## src/rtl/ifetch_refill.sv

```systemverilog
`default_nettype none
// ============================================================================
// ifetch_refill : PC owner, ICache lookup, byte-serial miss refill and fill.
// Option macro IFETCH_REFILL_BYPASS_EN: push the refilled word to the IQ directly.
// Rev 1.0
// ============================================================================
module ifetch_refill #(
   parameter logic [31:0] RESET_PC = 32'h0
) (
   input  logic        clk,
   input  logic        rst,
   input  logic        rdy_i,
   output logic [31:0] ic_addr_o,
   input  logic        ic_hit_i,
   input  logic [31:0] ic_inst_i,
   output logic        fill_en_o,
   output logic [31:0] fill_addr_o,
   output logic [31:0] fill_inst_o,
   output logic        mem_req_o,
   output logic [31:0] mem_addr_o,
   input  logic        mem_byte_valid_i,
   input  logic [7:0]  mem_byte_i,
   input  logic        iq_full_i,
   output logic        iq_valid_o,
   output logic [31:0] iq_inst_o,
   output logic [31:0] iq_pc_o,
   input  logic        jump_en_i,
   input  logic [31:0] jump_pc_i
);

   typedef enum logic [1:0] {
      S_LOOKUP = 2'd0,
      S_REFILL = 2'd1,
      S_FILL   = 2'd2
   } state_t;

   state_t      state_q, state_d;
   logic [31:0] pc_q, pc_d;
   logic [1:0]  cnt_q, cnt_d;
   logic [23:0] word_q, word_d;
   logic        mem_req_q, mem_req_d;
   logic [31:0] mem_addr_q, mem_addr_d;
   logic        fill_en_q, fill_en_d;
   logic [31:0] fill_addr_q, fill_addr_d;
   logic [31:0] fill_inst_q, fill_inst_d;
   logic        iq_valid_q, iq_valid_d;
   logic [31:0] iq_inst_q, iq_inst_d;
   logic [31:0] iq_pc_q, iq_pc_d;

   // Strobes stay pending in their registers during a freeze and are masked
   // here, so each one reaches the consumer exactly once when rdy returns.
   assign ic_addr_o   = pc_q;
   assign fill_en_o   = fill_en_q & rdy_i;
   assign iq_valid_o  = iq_valid_q & rdy_i;
   assign fill_addr_o = fill_addr_q;
   assign fill_inst_o = fill_inst_q;
   assign mem_req_o   = mem_req_q;
   assign mem_addr_o  = mem_addr_q;
   assign iq_inst_o   = iq_inst_q;
   assign iq_pc_o     = iq_pc_q;

   always_comb begin
      state_d     = state_q;
      pc_d        = pc_q;
      cnt_d       = cnt_q;
      word_d      = word_q;
      mem_req_d   = mem_req_q;
      mem_addr_d  = mem_addr_q;
      fill_en_d   = fill_en_q;
      fill_addr_d = fill_addr_q;
      fill_inst_d = fill_inst_q;
      iq_valid_d  = iq_valid_q;
      iq_inst_d   = iq_inst_q;
      iq_pc_d     = iq_pc_q;
      if (rdy_i) begin
         fill_en_d  = 1'b0;
         iq_valid_d = 1'b0;
         if (jump_en_i) begin
            pc_d      = {jump_pc_i[31:2], 2'b00};
            state_d   = S_LOOKUP;
            mem_req_d = 1'b0;
            cnt_d     = 2'd0;
         end else begin
            case (state_q)
               S_LOOKUP: begin
                  if (ic_hit_i) begin
                     if (!iq_full_i) begin
                        iq_valid_d = 1'b1;
                        iq_inst_d  = ic_inst_i;
                        iq_pc_d    = pc_q;
                        pc_d       = pc_q + 32'd4;
                     end
                  end else begin
                     state_d    = S_REFILL;
                     mem_req_d  = 1'b1;
                     cnt_d      = 2'd0;
                     mem_addr_d = {pc_q[31:2], 2'b00};
                  end
               end
               S_REFILL: begin
                  if (mem_byte_valid_i) begin
                     if (cnt_q == 2'd3) begin
                        state_d     = S_FILL;
                        mem_req_d   = 1'b0;
                        cnt_d       = 2'd0;
                        fill_en_d   = 1'b1;
                        fill_addr_d = pc_q;
                        fill_inst_d = {mem_byte_i, word_q};
`ifdef IFETCH_REFILL_BYPASS_EN
                        if (!iq_full_i) begin
                           iq_valid_d = 1'b1;
                           iq_inst_d  = {mem_byte_i, word_q};
                           iq_pc_d    = pc_q;
                           pc_d       = pc_q + 32'd4;
                        end
`endif
                     end else begin
                        case (cnt_q)
                           2'd0:    word_d[7:0]   = mem_byte_i;
                           2'd1:    word_d[15:8]  = mem_byte_i;
                           default: word_d[23:16] = mem_byte_i;
                        endcase
                        cnt_d = cnt_q + 2'd1;
                     end
                  end
               end
               S_FILL:  state_d = S_LOOKUP;
               default: state_d = S_LOOKUP;
            endcase
         end
      end
   end

   always_ff @(posedge clk) begin
      if (rst) begin
         state_q     <= S_LOOKUP;
         pc_q        <= RESET_PC;
         cnt_q       <= 2'd0;
         word_q      <= 24'd0;
         mem_req_q   <= 1'b0;
         mem_addr_q  <= 32'd0;
         fill_en_q   <= 1'b0;
         fill_addr_q <= 32'd0;
         fill_inst_q <= 32'd0;
         iq_valid_q  <= 1'b0;
         iq_inst_q   <= 32'd0;
         iq_pc_q     <= 32'd0;
      end else begin
         state_q     <= state_d;
         pc_q        <= pc_d;
         cnt_q       <= cnt_d;
         word_q      <= word_d;
         mem_req_q   <= mem_req_d;
         mem_addr_q  <= mem_addr_d;
         fill_en_q   <= fill_en_d;
         fill_addr_q <= fill_addr_d;
         fill_inst_q <= fill_inst_d;
         iq_valid_q  <= iq_valid_d;
         iq_inst_q   <= iq_inst_d;
         iq_pc_q     <= iq_pc_d;
      end
   end

endmodule
`default_nettype wire

```

## config.mk

```make
export PLATFORM = sky130hd
export DESIGN_NAME = ifetch_refill
export DESIGN_NICKNAME = d
export VERILOG_FILES = /design/src/rtl/ifetch_refill.sv
export SDC_FILE = /design/constraint.sdc
export NUM_CORES = 1
export LEC_CHECK = 0
export CAP_MARGIN = 30
export CORE_ASPECT_RATIO = 1.5
export CORE_MARGIN = 1.5
export CORE_UTILIZATION = 32
export CTS_BUF_LIST = sky130_fd_sc_hd__clkbuf_16
export CTS_CLUSTER_DIAMETER = 60
export DETAILED_ROUTE_END_ITERATION = 8
export GPL_ROUTABILITY_DRIVEN = 0
export GPL_TIMING_DRIVEN = 0
export SLEW_MARGIN = 0
export SYNTH_ARGS = -nofsm -noshare
export SYNTH_HDL_FRONTEND = slang
export SYNTH_SLANG_ARGS = --single-unit
```

## constraint.sdc

```tcl
create_clock -name clk -period 4.4 [get_ports clk]
set_input_delay 1.1 -clock clk [delete_from_list [all_inputs] [get_ports clk]]
set_output_delay 1.1 -clock clk [all_outputs]
set_load 0.05 [all_outputs]
```

* Word-level counts from Yosys, hierarchy flattened *
Cells that the tools add are included.

word-level totals
  register bits after elaboration = 221
  word-level logic and storage cells = 73

cells by class
  $add $sub $neg = 2
  equal/unequal tests = 7
  muxes and demuxes = 27
  bitwise logic cells = 7
  reduce and logical (&&, ||, !) cells = 16

operators by type and width
  cell                                                    count
  2-to-1 mux 32 bit                                       4
  adder 32 x 3 -> 32 bit (second input constant)          1
  AND reduction 6 bit                                     3
  2-to-1 mux 2 bit                                        8
  AND reduction 4 bit                                     4
  AND reduction 5 bit                                     3
  2-to-1 mux 1 bit                                        12
  inequality test 3 bit (second input constant)           3
  one-hot mux 2 bit (2 select lines)                      2
  NOT 1 bit                                               5
  == test 2 x 1 -> 1 bit (second input constant)          2
  logical NOT 2 bit                                       2
  nonzero test 2 bit                                      2
  nonzero test 3 bit                                      1
  adder 2 x 1 -> 2 bit (second input constant)            1
  AND 1 bit                                               2
  == test 2 bit (second input constant)                   1
  inequality test 2 x 1 -> 1 bit (second input constant)  1
  one-hot mux 1 bit (2 select lines)                      1
  OR reduction 2 bit                                      1

* Logic depth before layout (Yosys ltp) *
  word-level depth = 5
  depth in mapped cells = 8

* Worst setup path after synthesis *
OpenSTA, ideal clock, no wires.

  path type = in2out
  from = input rdy_i
  to = output iq_valid_o
  data arrival time = 2.044 ns
  setup slack = 1.256 ns
  stages = 3
  path buffers = 2
  path through = clkbuf_1 clkbuf_1 and2_1

between the ends
  longest elaborated chain between the ends = 1

ends and longest elaborated chain
  item             RTL line  text
  start, declared  12        input logic rdy_i,
  AND 1 bit        54        assign iq_valid_o = iq_valid_q & rdy_i;
  end, declared    24        output logic iq_valid_o,

Every way passes these cells.

* Worst setup path in the final report *
Ends and elaborated chain as after synthesis.

==> results by group <==
Setup path
  • Largest incremental delay on the critical path: 0.56 ns
  • Reg-to-reg critical path endpoint: ic_addr_o[26]$_SDFFE_PP0P_
  • Peak fanout along the critical path: 10
  • Number of cells on the worst reg-to-reg path: 6
  • Slack of the worst reg-to-reg path: 1.79 ns
  • Source of the worst register-to-register timing path: ic_addr_o[2]$_SDFFE_PP0P_
  • Setup crit end kind: primary output
  • Data required time at the worst endpoint: 3.30 ns
  • Type of element launching the critical path: input pin
  • Setup CP Type: in2out
  • Arrival @ worst endpoint: 3.19 ns
  • Cell chain of the critical path: clkdlybuf4s50_1 > clkbuf_1 > clkbuf_2 > and2_1 > dlygate4sd2_1
  • Slowest-stage cell, CP: sky130_fd_sc_hd__clkdlybuf4s50_1

Layout
  • Total number of nets in the final design: 1504
  • Utilization after layout: 47.31%
  • Area overhead of the layout relative to synthesis: 44.28%
  • Number of antenna cells inserted: 0
  • Commonest cells after routing, fill and taps aside: sky130_fd_sc_hd__nand2_1 (368), sky130_fd_sc_hd__clkdlybuf4s50_1 (261), sky130_fd_sc_hd__dfxtp_1 (215)
  • Leading cell type in the layout, fill and taps excluded: sky130_fd_sc_hd__nand2_1
  • Share of cells above drive strength 1: 6.889%

Timing
  • Final Hold Violating Endpoints: 0
  • Hold WS: 0.4496 ns
  • Actual slew at the worst max-slew pin: 0.8814 ns
  • Final Critical Period: 4.289 ns
  • Final max-slew violation count: 0
  • Slew margin rel.: 41.03%
  • Final worst clock skew: 0.01530 ns
  • Setup repair after global routing missed its margin: false
  • Portion of the clock cycle consumed by the worst path in the final layout: 97.48%
  • Highest attainable clock frequency: 0.2332 GHz
  • Final setup violation count: 0

GRT
  • Routing usage on met1: 25.15%
  • Number of antenna violations at the first check in global routing: 1
  • Total GRT Usage: 21.93%
  • First-pass GRT wire length: 47.75 mm
  • Met2 demand-to-capacity share in global routing: 39.93%
  • Global routing met3 resource utilization: 4.681%
  • Maximum number of pins on one net before global-route repair: 15
  • Busiest layer in global routing: met2
  • Via count of the first global-routing pass: 8262
  • Overflow left after global routing: 0

Yosys
  • Dominant synthesized flop cell: sky130_fd_sc_hd__dfxtp_1
  • Syn avg cell area: 7.767 sq um
  • Synthesis-stage register bit count: 215
  • Mux share of post-synthesis cell area: 2.060%
  • Post-Synth Adder-Cell Area: 0.5722%
  • Largest family of logic cells by synthesized area: simple AND/OR/NAND/NOR gates
  • Xor/xnor cell area share of the yosys netlist: 0%
  • Cell count after synthesis: 1126
  • Fraction of the mapped netlist area in compound gates: 16.08%
  • Number of enable flip-flop cells after synthesis: 0
  • Mapped Area: 8746 sq um
  • Count of yosys warnings during synthesis: 0
  • Sequential cell area fraction in the yosys report: 49.21%
  • Distinct cell type count after synthesis: 59
  • FFs w/ async S/R, synth: 0%
  • Simple logic cell fraction of the synthesized area: 25.85%

Place
  • Count of buffers from port buffering: 263
  • Estimated wirelength of the detail-placed design: 23.46 mm

Power
  • Fraction of power consumed by combinational cells: 11.8%
  • Power density over the cells: 364.3 nW/um^2
  • Fraction of power consumed by the clock network: 44.4%
  • Power share of the sequential group: 43.8%
  • Worst vdd ir: 0.0002718 V
  • Share of total power consumed by net switching: 25.77%
  • P_int: 3.412 mW
  • Reported net switching power: 1.185 mW
  • Leakage power total: 4.413 nW

Routing
  • Final wirelength: 31.75 mm
  • Initial DRC Count: 607
  • First-pass DRT Iterations: 5
  • Wirelength per Cell: 17.90 um
  • ANT nets after route: 0
  • Number of remaining DRC errors: 0
  • Avg Vias per Cell: 4.972
  • Via total after detailed routing: 8820

Die
  • Floorplan die area: 28350 sq um
  • Chip height: 205.5 um
  • Width of the die: 138.0 um
  • IO Count: 274
  • Core Box Area: 26670 sq um
  • Number of cell rows: 73
  • Initial cell density of the core: 32.79%

Worst hold path
  • Worst hold stages: 2
  • Hold Crit Start: word_q[17]$_SDFFE_PP0P_
  • Endpoint, Worst Hold: fill_inst_o[17]$_SDFFE_PP0P_
  • Type of the tightest min-delay check: reg2reg

Clocking
  • CTS-repair resized insts: 3
  • Post-CTS Repair Setup Buffers: 0
  • Hold buffers post-CTS: 0
  • Clock tree from TritonCTS: done
  • H-tree levels: 1
  • Clock tree root buffer cell: sky130_fd_sc_hd__clkbuf_16
  • Max clock buf depth: 3
  • Clock buffer count from CTS: 22
  • Clock latency reported for the late side of the worst-skew pair: 0.51 ns
  • Clock edge transition at the registers on the reported setup and hold paths: 0.06 ns
  • TritonCTS sink count: 215

Run status
  • Run status: finished clean

Flow run
  • Maxcap violations: 0
-- worst max path at each step --
stage | cells past startpoint | start | endpoint | slack, ns
after global placement | 5 | rdy_i | fill_en_o | -0.40
after floorplan | 3 | rdy_i | iq_valid_o | 1.26
after CTS | 5 | rdy_i | fill_en_o | 0.09
after detailed placement | 5 | rdy_i | fill_en_o | -0.40
final | 5 | rdy_i | iq_valid_o | 0.11
after global routing | 5 | rdy_i | iq_valid_o | 0.02
-- metrics by stage --
| stage | TNS [ns] | cells | setup WS (ns) | area, sq um | power, mW |
|---|---|---|---|---|---|
| after global routing | 0 | 1774 | 0.02090 | 12620 | 4.751 |
| after global placement | -0.7647 | 1733 | -0.4000 | 11830 | 2.595 |
| after floorplan | 0 | 1133 | 1.256 | 8772 | 2.360 |
| after detailed placement | -0.7691 | 1734 | -0.3969 | 11840 | 2.598 |
| after CTS | 0 | 1774 | 0.09483 | 12620 | 4.648 |
| final | 0 | 1774 | 0.1111 | 12620 | 4.597 |
-- critical path: cells and delay by family --
| family | cells | cell delay (ns) |
|---|---|---|
| and+or+nand+nor | 1 | 0.18 |
| buffers and inverters | 4 | 1.89 |
-- logic make-up (layout without fill, tap and decap cells) --
group,Yosys count,after routing
other,1,8
multiplexers,18,18
AND/OR/NAND/NOR,512,512
adder cells (fa/ha/maj),4,4
AO/OA/AOI/OAI,260,260
buffers and inverters,116,420
flip-flops,215,215
-- synth_stat cells, types with 2 or more instances --
cell type / count / share of area, %
sky130_fd_sc_hd__a211oi_1: 2 / 0.17
sky130_fd_sc_hd__a21o_1: 2 / 0.17
sky130_fd_sc_hd__a21oi_1: 199 / 11
sky130_fd_sc_hd__a22o_1: 3 / 0.30
sky130_fd_sc_hd__a22oi_1: 5 / 0.43
sky130_fd_sc_hd__a311o_1: 2 / 0.23
sky130_fd_sc_hd__a31oi_1: 12 / 0.86
sky130_fd_sc_hd__and2_1: 3 / 0.21
sky130_fd_sc_hd__and3_1: 8 / 0.57
sky130_fd_sc_hd__and4_1: 2 / 0.20
sky130_fd_sc_hd__buf_1: 3 / 0.13
sky130_fd_sc_hd__buf_2: 30 / 1.7
sky130_fd_sc_hd__buf_4: 15 / 1.3
sky130_fd_sc_hd__clkbuf_1: 58 / 2.5
sky130_fd_sc_hd__dfxtp_1: 215 / 49
sky130_fd_sc_hd__ha_1: 4 / 0.57
sky130_fd_sc_hd__inv_1: 6 / 0.26
sky130_fd_sc_hd__mux2i_1: 18 / 2.1
sky130_fd_sc_hd__nand2_1: 368 / 16
sky130_fd_sc_hd__nand3_1: 37 / 2.1
sky130_fd_sc_hd__nand3b_1: 2 / 0.17
sky130_fd_sc_hd__nand4_1: 8 / 0.57
sky130_fd_sc_hd__nand4_2: 3 / 0.43
sky130_fd_sc_hd__nor2_1: 32 / 1.4
sky130_fd_sc_hd__nor2b_1: 7 / 0.50
sky130_fd_sc_hd__nor3_1: 14 / 0.80
sky130_fd_sc_hd__nor3b_1: 2 / 0.17
sky130_fd_sc_hd__nor4_4: 2 / 0.49
sky130_fd_sc_hd__o21a_1: 2 / 0.17
sky130_fd_sc_hd__o21ai_0: 16 / 0.92
sky130_fd_sc_hd__o21ai_1: 2 / 0.11
sky130_fd_sc_hd__o22ai_1: 4 / 0.29
sky130_fd_sc_hd__o31ai_1: 4 / 0.34
sky130_fd_sc_hd__o41ai_1: 2 / 0.20
sky130_fd_sc_hd__or2_1: 2 / 0.14
sky130_fd_sc_hd__or2_2: 3 / 0.21
sky130_fd_sc_hd__or3_1: 3 / 0.21
sky130_fd_sc_hd__or3b_1: 2 / 0.20
sky130_fd_sc_hd__or4_1: 4 / 0.34
-- cell type report --
| class | instances | area (sq um) |
|---|---|---|
| buffer | 108 | 511.7 |
| clock buffer | 23 | 575.6 |
| multi-input combinational | 802 | 3928 |
| tap | 337 | 421.7 |
| sequential | 215 | 4304 |
| timing repair buffer | 264 | 2641 |
| clock inverter | 17 | 206.4 |
| inverter | 8 | 30.03 |
| fill | 2708 | 14050 |
-- sequential cells by signal, summed over array words and instances (netlist names), 2 cells and up --
name / flops
fill_addr_o: 30
mem_addr_o: 30
state_q: 2
ic_addr_o: 30
word_q: 24
fill_inst_o: 32
iq_inst_o: 32
cnt_q: 2
iq_pc_o: 30
-- power by group through the flow --
stage          Sequential [mW]  Combinational (mW)  Clock (mW)
2_1_floorplan             2.17               0.187           0
3_3_place_gp              2.06               0.538           0
3_5_place_dp              2.06               0.539           0
4_1_cts                   2.01               0.541        2.09
5_1_grt                   2.02               0.575        2.16
6_report                  2.01               0.541        2.04
-- routing by layer --
layer  vias up  wire [um]
li1       4338          -
met1      4086      12140
met2       334      16310
met3        60       2371
met4         2        922
met5         -         11
(Power assumes the default switching activity.)
